**config.mk**
```make
export PLATFORM = sky130hd
export DESIGN_NAME = mapper_v1_0
export DESIGN_NICKNAME = d
export VERILOG_FILES = /design/src/rtl/mapper_v1_0.sv
export SDC_FILE = /design/constraint.sdc
export NUM_CORES = 1
export LEC_CHECK = 0
export ABC_CLOCK_PERIOD_IN_PS = 2650
export CAP_MARGIN = 20
export CORE_UTILIZATION = 42
export DETAILED_ROUTE_END_ITERATION = 6
export GPL_TIMING_DRIVEN = 0
export PLACE_DENSITY = 0.8
export REMOVE_ABC_BUFFERS = 1
export SLEW_MARGIN = 20
export SYNTH_ARGS = -nofsm -noshare
export SYNTH_HDL_FRONTEND = slang
export SYNTH_SLANG_ARGS = --single-unit
```
**constraint.sdc**
```tcl
create_clock -name s00_axis_aclk -period 2.65 [get_ports s00_axis_aclk]
set_clock_uncertainty 0.15 [all_clocks]
set_input_delay 0.6625 -clock s00_axis_aclk [delete_from_list [all_inputs] [get_ports s00_axis_aclk]]
set_output_delay 0.6625 -clock s00_axis_aclk [all_outputs]
set_load 0.005 [all_outputs]
```
**src/rtl/mapper_v1_0.sv**
```systemverilog
`default_nettype none
// ============================================================================
//  Module      : mapper_v1_0
//  Description : Transmit subcarrier mapper. Places 16-bit I/Q payload samples
//                onto the data bins of a 1024-bin OFDM symbol, inserts zeros
//                on DC, guard band and top bin, and widens each component
//                into the 32-bit lane format used by the receive demapper.
//  Revision    : 1.0 - initial release
// ============================================================================
module mapper_v1_0 #(
  parameter int C_S00_AXIS_TDATA_WIDTH = 32,
  parameter int C_M00_AXIS_TDATA_WIDTH = 64,
  parameter int C_NUM_BINS             = 1024,
  parameter int C_LO_FIRST             = 1,
  parameter int C_LO_LAST              = 400,
  parameter int C_HI_FIRST             = 623,
  parameter int C_HI_LAST              = 1022
) (
  input  logic                                s00_axis_aclk,
  input  logic                                s00_axis_areset,
  input  logic                                s00_axis_tvalid,
  output logic                                s00_axis_tready,
  input  logic [C_S00_AXIS_TDATA_WIDTH-1:0]   s00_axis_tdata,
  input  logic                                s00_axis_tlast,
  output logic                                m00_axis_tvalid,
  input  logic                                m00_axis_tready,
  output logic [C_M00_AXIS_TDATA_WIDTH-1:0]   m00_axis_tdata,
  output logic [C_M00_AXIS_TDATA_WIDTH/8-1:0] m00_axis_tstrb,
  output logic                                m00_axis_tlast,
  output logic                                err_tlast
);

  localparam int BIN_W = $clog2(C_NUM_BINS);
  localparam logic [BIN_W-1:0] LO_FIRST = BIN_W'(C_LO_FIRST);
  localparam logic [BIN_W-1:0] LO_LAST  = BIN_W'(C_LO_LAST);
  localparam logic [BIN_W-1:0] HI_FIRST = BIN_W'(C_HI_FIRST);
  localparam logic [BIN_W-1:0] HI_LAST  = BIN_W'(C_HI_LAST);
  localparam logic [BIN_W-1:0] LAST_BIN = BIN_W'(C_NUM_BINS - 1);

  typedef enum logic [0:0] {IDLE = 1'b0, RUN = 1'b1} state_t;

  state_t           state;
  logic [BIN_W-1:0] bin;
  logic             load;
  logic             is_data;
  logic             at_last;
  logic             accept;
  logic [63:0]      mapped;

  // Sign is replicated down to bit 18, magnitude lands on bits 17:3; this is
  // the bit-exact inverse of the receiver's lane extraction.
  function automatic logic [31:0] lane(input logic [15:0] x);
    return {{14{x[15]}}, x[14:0], 3'b000};
  endfunction

  assign load     = ~m00_axis_tvalid | m00_axis_tready;
  assign is_data  = ((bin >= LO_FIRST) && (bin <= LO_LAST)) ||
                    ((bin >= HI_FIRST) && (bin <= HI_LAST));
  assign at_last  = (bin == LAST_BIN);
  assign mapped   = {lane(s00_axis_tdata[31:16]), lane(s00_axis_tdata[15:0])};

  // Payload is only pulled on data bins while the output register can take it.
  assign s00_axis_tready = (state == RUN) && is_data && load;
  assign accept          = s00_axis_tvalid & s00_axis_tready;
  assign m00_axis_tstrb  = {(C_M00_AXIS_TDATA_WIDTH/8){1'b1}};

  // Bin sequencer and one-beat output register.
  always_ff @(posedge s00_axis_aclk or posedge s00_axis_areset) begin
    if (s00_axis_areset) begin
      state           <= IDLE;
      bin             <= '0;
      m00_axis_tvalid <= 1'b0;
      m00_axis_tdata  <= '0;
      m00_axis_tlast  <= 1'b0;
    end else begin
      case (state)
        IDLE: begin
          // Bin 0 (DC) is only emitted once payload for the symbol is pending.
          if (s00_axis_tvalid && load) begin
            m00_axis_tvalid <= 1'b1;
            m00_axis_tdata  <= '0;
            m00_axis_tlast  <= 1'b0;
            bin             <= BIN_W'(1);
            state           <= RUN;
          end else if (load) begin
            m00_axis_tvalid <= 1'b0;
          end
        end
        RUN: begin
          if (load) begin
            if (is_data && !s00_axis_tvalid) begin
              // Underrun: let the register drain, bin position holds.
              m00_axis_tvalid <= 1'b0;
            end else begin
              m00_axis_tvalid <= 1'b1;
              m00_axis_tdata  <= is_data ? mapped : '0;
              m00_axis_tlast  <= at_last;
              if (at_last) begin
                bin   <= '0;
                state <= IDLE;
              end else begin
                bin <= bin + BIN_W'(1);
              end
            end
          end
        end
        default: state <= IDLE;
      endcase
    end
  end

  // Sticky flag for input tlast not matching the last payload bin.
  always_ff @(posedge s00_axis_aclk or posedge s00_axis_areset) begin
    if (s00_axis_areset) begin
      err_tlast <= 1'b0;
    end else if (accept && (s00_axis_tlast != (bin == HI_LAST))) begin
      err_tlast <= 1'b1;
    end
  end

endmodule
`default_nettype wire

```
==> impl_metrics.toml <==
[worst_setup_path]
critPathArrivalTime_ns = 1.81
end_kind = "output pin"
cp_top_family = "compound AO/OA/AOI/OAI gates"
worst_path_max_delay_cell = "dfrtp_2"
r2r_start = "bin[1]"
start_kind = "flip-flop"
startpoint = "bin[1]"
worstPathRequired_ns = 1.84
critPathBufInv = 1
path_class = "reg2out"
critPathMaxStageDelay_ns = 0.45
path_max_fanout = 5
path_cells = "ha_4, nand3_4, a221o_1, o22a_4, nor2_2, buf_2"

[timing]
setup_viol = 0
period_share_pct = 99.0
relSlewSlack_pct = 41.9
hold_viol = 0
slew_viol_final = 0
clock.fmax_mhz = 381
grt_setup_unrepaired = "true"
period_minus_slack_ns = 2.62
worst_pin_slew_ns = 0.863

[yosys]
ys_seq_area_share_pct = 44.8
yosys_warnings = 0
synth-seq-cells = 46
ys.flop_type = "dfrtp_1"
synthCells = 236
synth-edff-count = 0
synth_cell_types = 53
synth_top_area_share_pct = 44.8
synth.area.top_cells = "dfrtp_1 (45%), a22o_2 (12%), buf_4 (12%), buf_6 (2.6%), ha_1 (1.9%)"
syn_avg_cell_area_um2 = 10.9
yosysTopAreaCell = "dfrtp_1"
netlist_area_mm2 = 0.00257
async_flop_share_pct = 100

[floorplanning]
initial_core_util_pct = 43.4
rows = 28
coreArea_mm2 = 0.00592
pin_count = 113
die_w_um = 80.2
dieArea_mm2 = 0.00644
die_h_um = 80.2

[route]
drtIter0Drc = 188
dr.pass1.iters = 4
via_per_inst = 5.48
vias = 2199
wl_per_cell_um = 17.2
drc_errors = 0
finalWirelength_mm = 6.89
ant_nets = 0

[pwr]
power_leakage_nw = 1.56
p_per_area_mw_per_mm2 = 1120
total_power_w = 0.00413
peakVddDrop_mv = 0.544

[job]
cap_viol_max_count = 0

[global_route]
grt.total_usage_pct = 21.3
antenna_found_initial = 0
globalRouteOverflowTotal = 0
grt_start_max_net_pins = 34
grt_pass1_wl_mm = 10.5
grt_pass1_vias = 2054

[place]
hpwl_mm = 4.64
gp_congestion = 0.952
portBuffers = 98

[clocking]
clock_latency_ns = 0.31
cts_root_buf = "clkbuf_8"
cts_buffers = 5
ctsHoldBuffers = 0
cts.sinks = 46
tritoncts = "done"
cts.clk_slew.worst_paths_ns = 0.10
clock_path_buffers = 2
htreeDepth = 2

[finish]
drive_gt1_share_pct = 26.4
areaGrowthSynthToFinish_pct = 42.9
antenna_cells = 0
final_net_count = 366
fin_util_pct = 62.1

[hold_path]
min_path_type = "reg2reg"
hold_start = "err_tlast"

[run_status]
status = "finished clean"
cell usage after synthesis (2+ instances only):
master    instances
buf_6             6
o22ai_1           2
nor4_1            4
buf_2             2
dfrtp_1          46
nor2_1           11
a31oi_1           3
a41o_1            2
nand3_1           3
o21ai_0          10
a22o_1            2
nand2_1          10
nand2b_1          2
nand4_1           2
and3_1            2
a211oi_1          2
nor3_1            3
buf_4            40
a32o_1            3
o221ai_1          2
conb_1            2
o211ai_1          3
o31ai_1           3
ha_1              4
inv_1            10
a22o_2           30
report_power, final:
group          internal, W  total (W)  switching [W]
Sequential         0.00102    0.00138       0.000355
Combinational      0.00142    0.00230       0.000880
Clock             0.000189   0.000450       0.000261
cells by family (layout without fill, tap and decap cells):
kind of cell / after synthesis / after routing / synth area share, %
other: 2 / 14 / 0.292
buffers and inverters: 61 / 139 / 16.6
AO/OA/AOI/OAI: 73 / 73 / 24.7
flip-flops: 46 / 46 / 44.8
multiplexers: 1 / 1 / 0.438
adder cells (fa/ha/maj): 4 / 4 / 1.95
AND/OR/NAND/NOR: 48 / 48 / 10.9
XOR/XNOR: 1 / 1 / 0.341
sequential cells by signal, summed over array words and instances, names as in the netlist:
name and count:
m00_axis_tdata 32, m00_axis_tvalid 1, err_tlast 1, m00_axis_tlast 1, state 1, bin 10
final cells by class:
type / instances / area, µm²
clock buffers: 5 / 68.8
clock inverters: 3 / 23.8
fillers: 458 / 2250
inverters: 11 / 41.3
multi-input cells: 141 / 1110
flip-flops and latches: 46 / 1160
well taps: 75 / 93.8
repair buffers: 120 / 1180
routing by layer:
metal,vias up,share of wire (%),global-route usage [%]
met5,-,0,0
li1,1003,-,-
met1,1037,41,26.3
met3,20,8.3,5.80
met4,0,2.4,8.21
met2,139,48,35.5
through the flow:
| stage | cells | TNS [ns] | hold slack, ns | setup WS [ns] | instance area [µm²] |
|---|---|---|---|---|---|
| finish | 401 | 0 | 0.310 | 0.0255 | 3670 |
| global route | 401 | -0.0290 | 0.356 | -0.0290 | 3670 |
| CTS | 394 | 0 | 0.316 | 0.0337 | 3590 |
| detailed placement | 374 | -10.57 | 0.295 | -0.536 | 3370 |
| global placement | 371 | -36.57 | 0.290 | -0.854 | 3300 |
| floorplan | 198 | -3.81 | 0.301 | -0.116 | 2230 |
path summary, 6_finish.rpt:
| path | end | slack [ns] | depth (start not counted) |
|---|---|---|---|
| setup / recovery | s00_axis_tready | 0.03 | 6 |
| hold / removal | err_tlast | 0.31 | 1 |
| setup reg to reg | bin[3] | 0.06 | 9 |
| hold reg to reg | err_tlast | 0.31 | 1 |
| max in group asynchronous | bin[0] | 1.37 | 3 |
| min in group asynchronous | m00_axis_tdata[17] | 0.49 | 2 |
cell usage in the layout (no fill, tap or decap), drive strengths merged, types with 3 or more instances in the layout:
cell type	netlist	layout
a22o	32	32
a31oi	3	3
a32o	3	3
buf	48	22
clkbuf	2	6
clkdlybuf4s50	0	97
conb	2	14
dfrtp	46	46
ha	4	4
inv	10	11
nand2	10	10
nand3	4	4
nor2	11	11
nor3	4	4
nor4	5	5
o211ai	3	3
o21ai	10	10
o31ai	3	3
what timing repair did:
| item | in CTS | in global routing |
|---|---|---|
| cloned | 0 | 0 |
| gates resized for setup | 16 | 7 |
| setup endpoints to repair | 35 | 1 |
| pin swaps | 6 | 5 |
| setup buffers | 12 | 7 |
No activity file was read; power rests on OpenSTA's default activity.
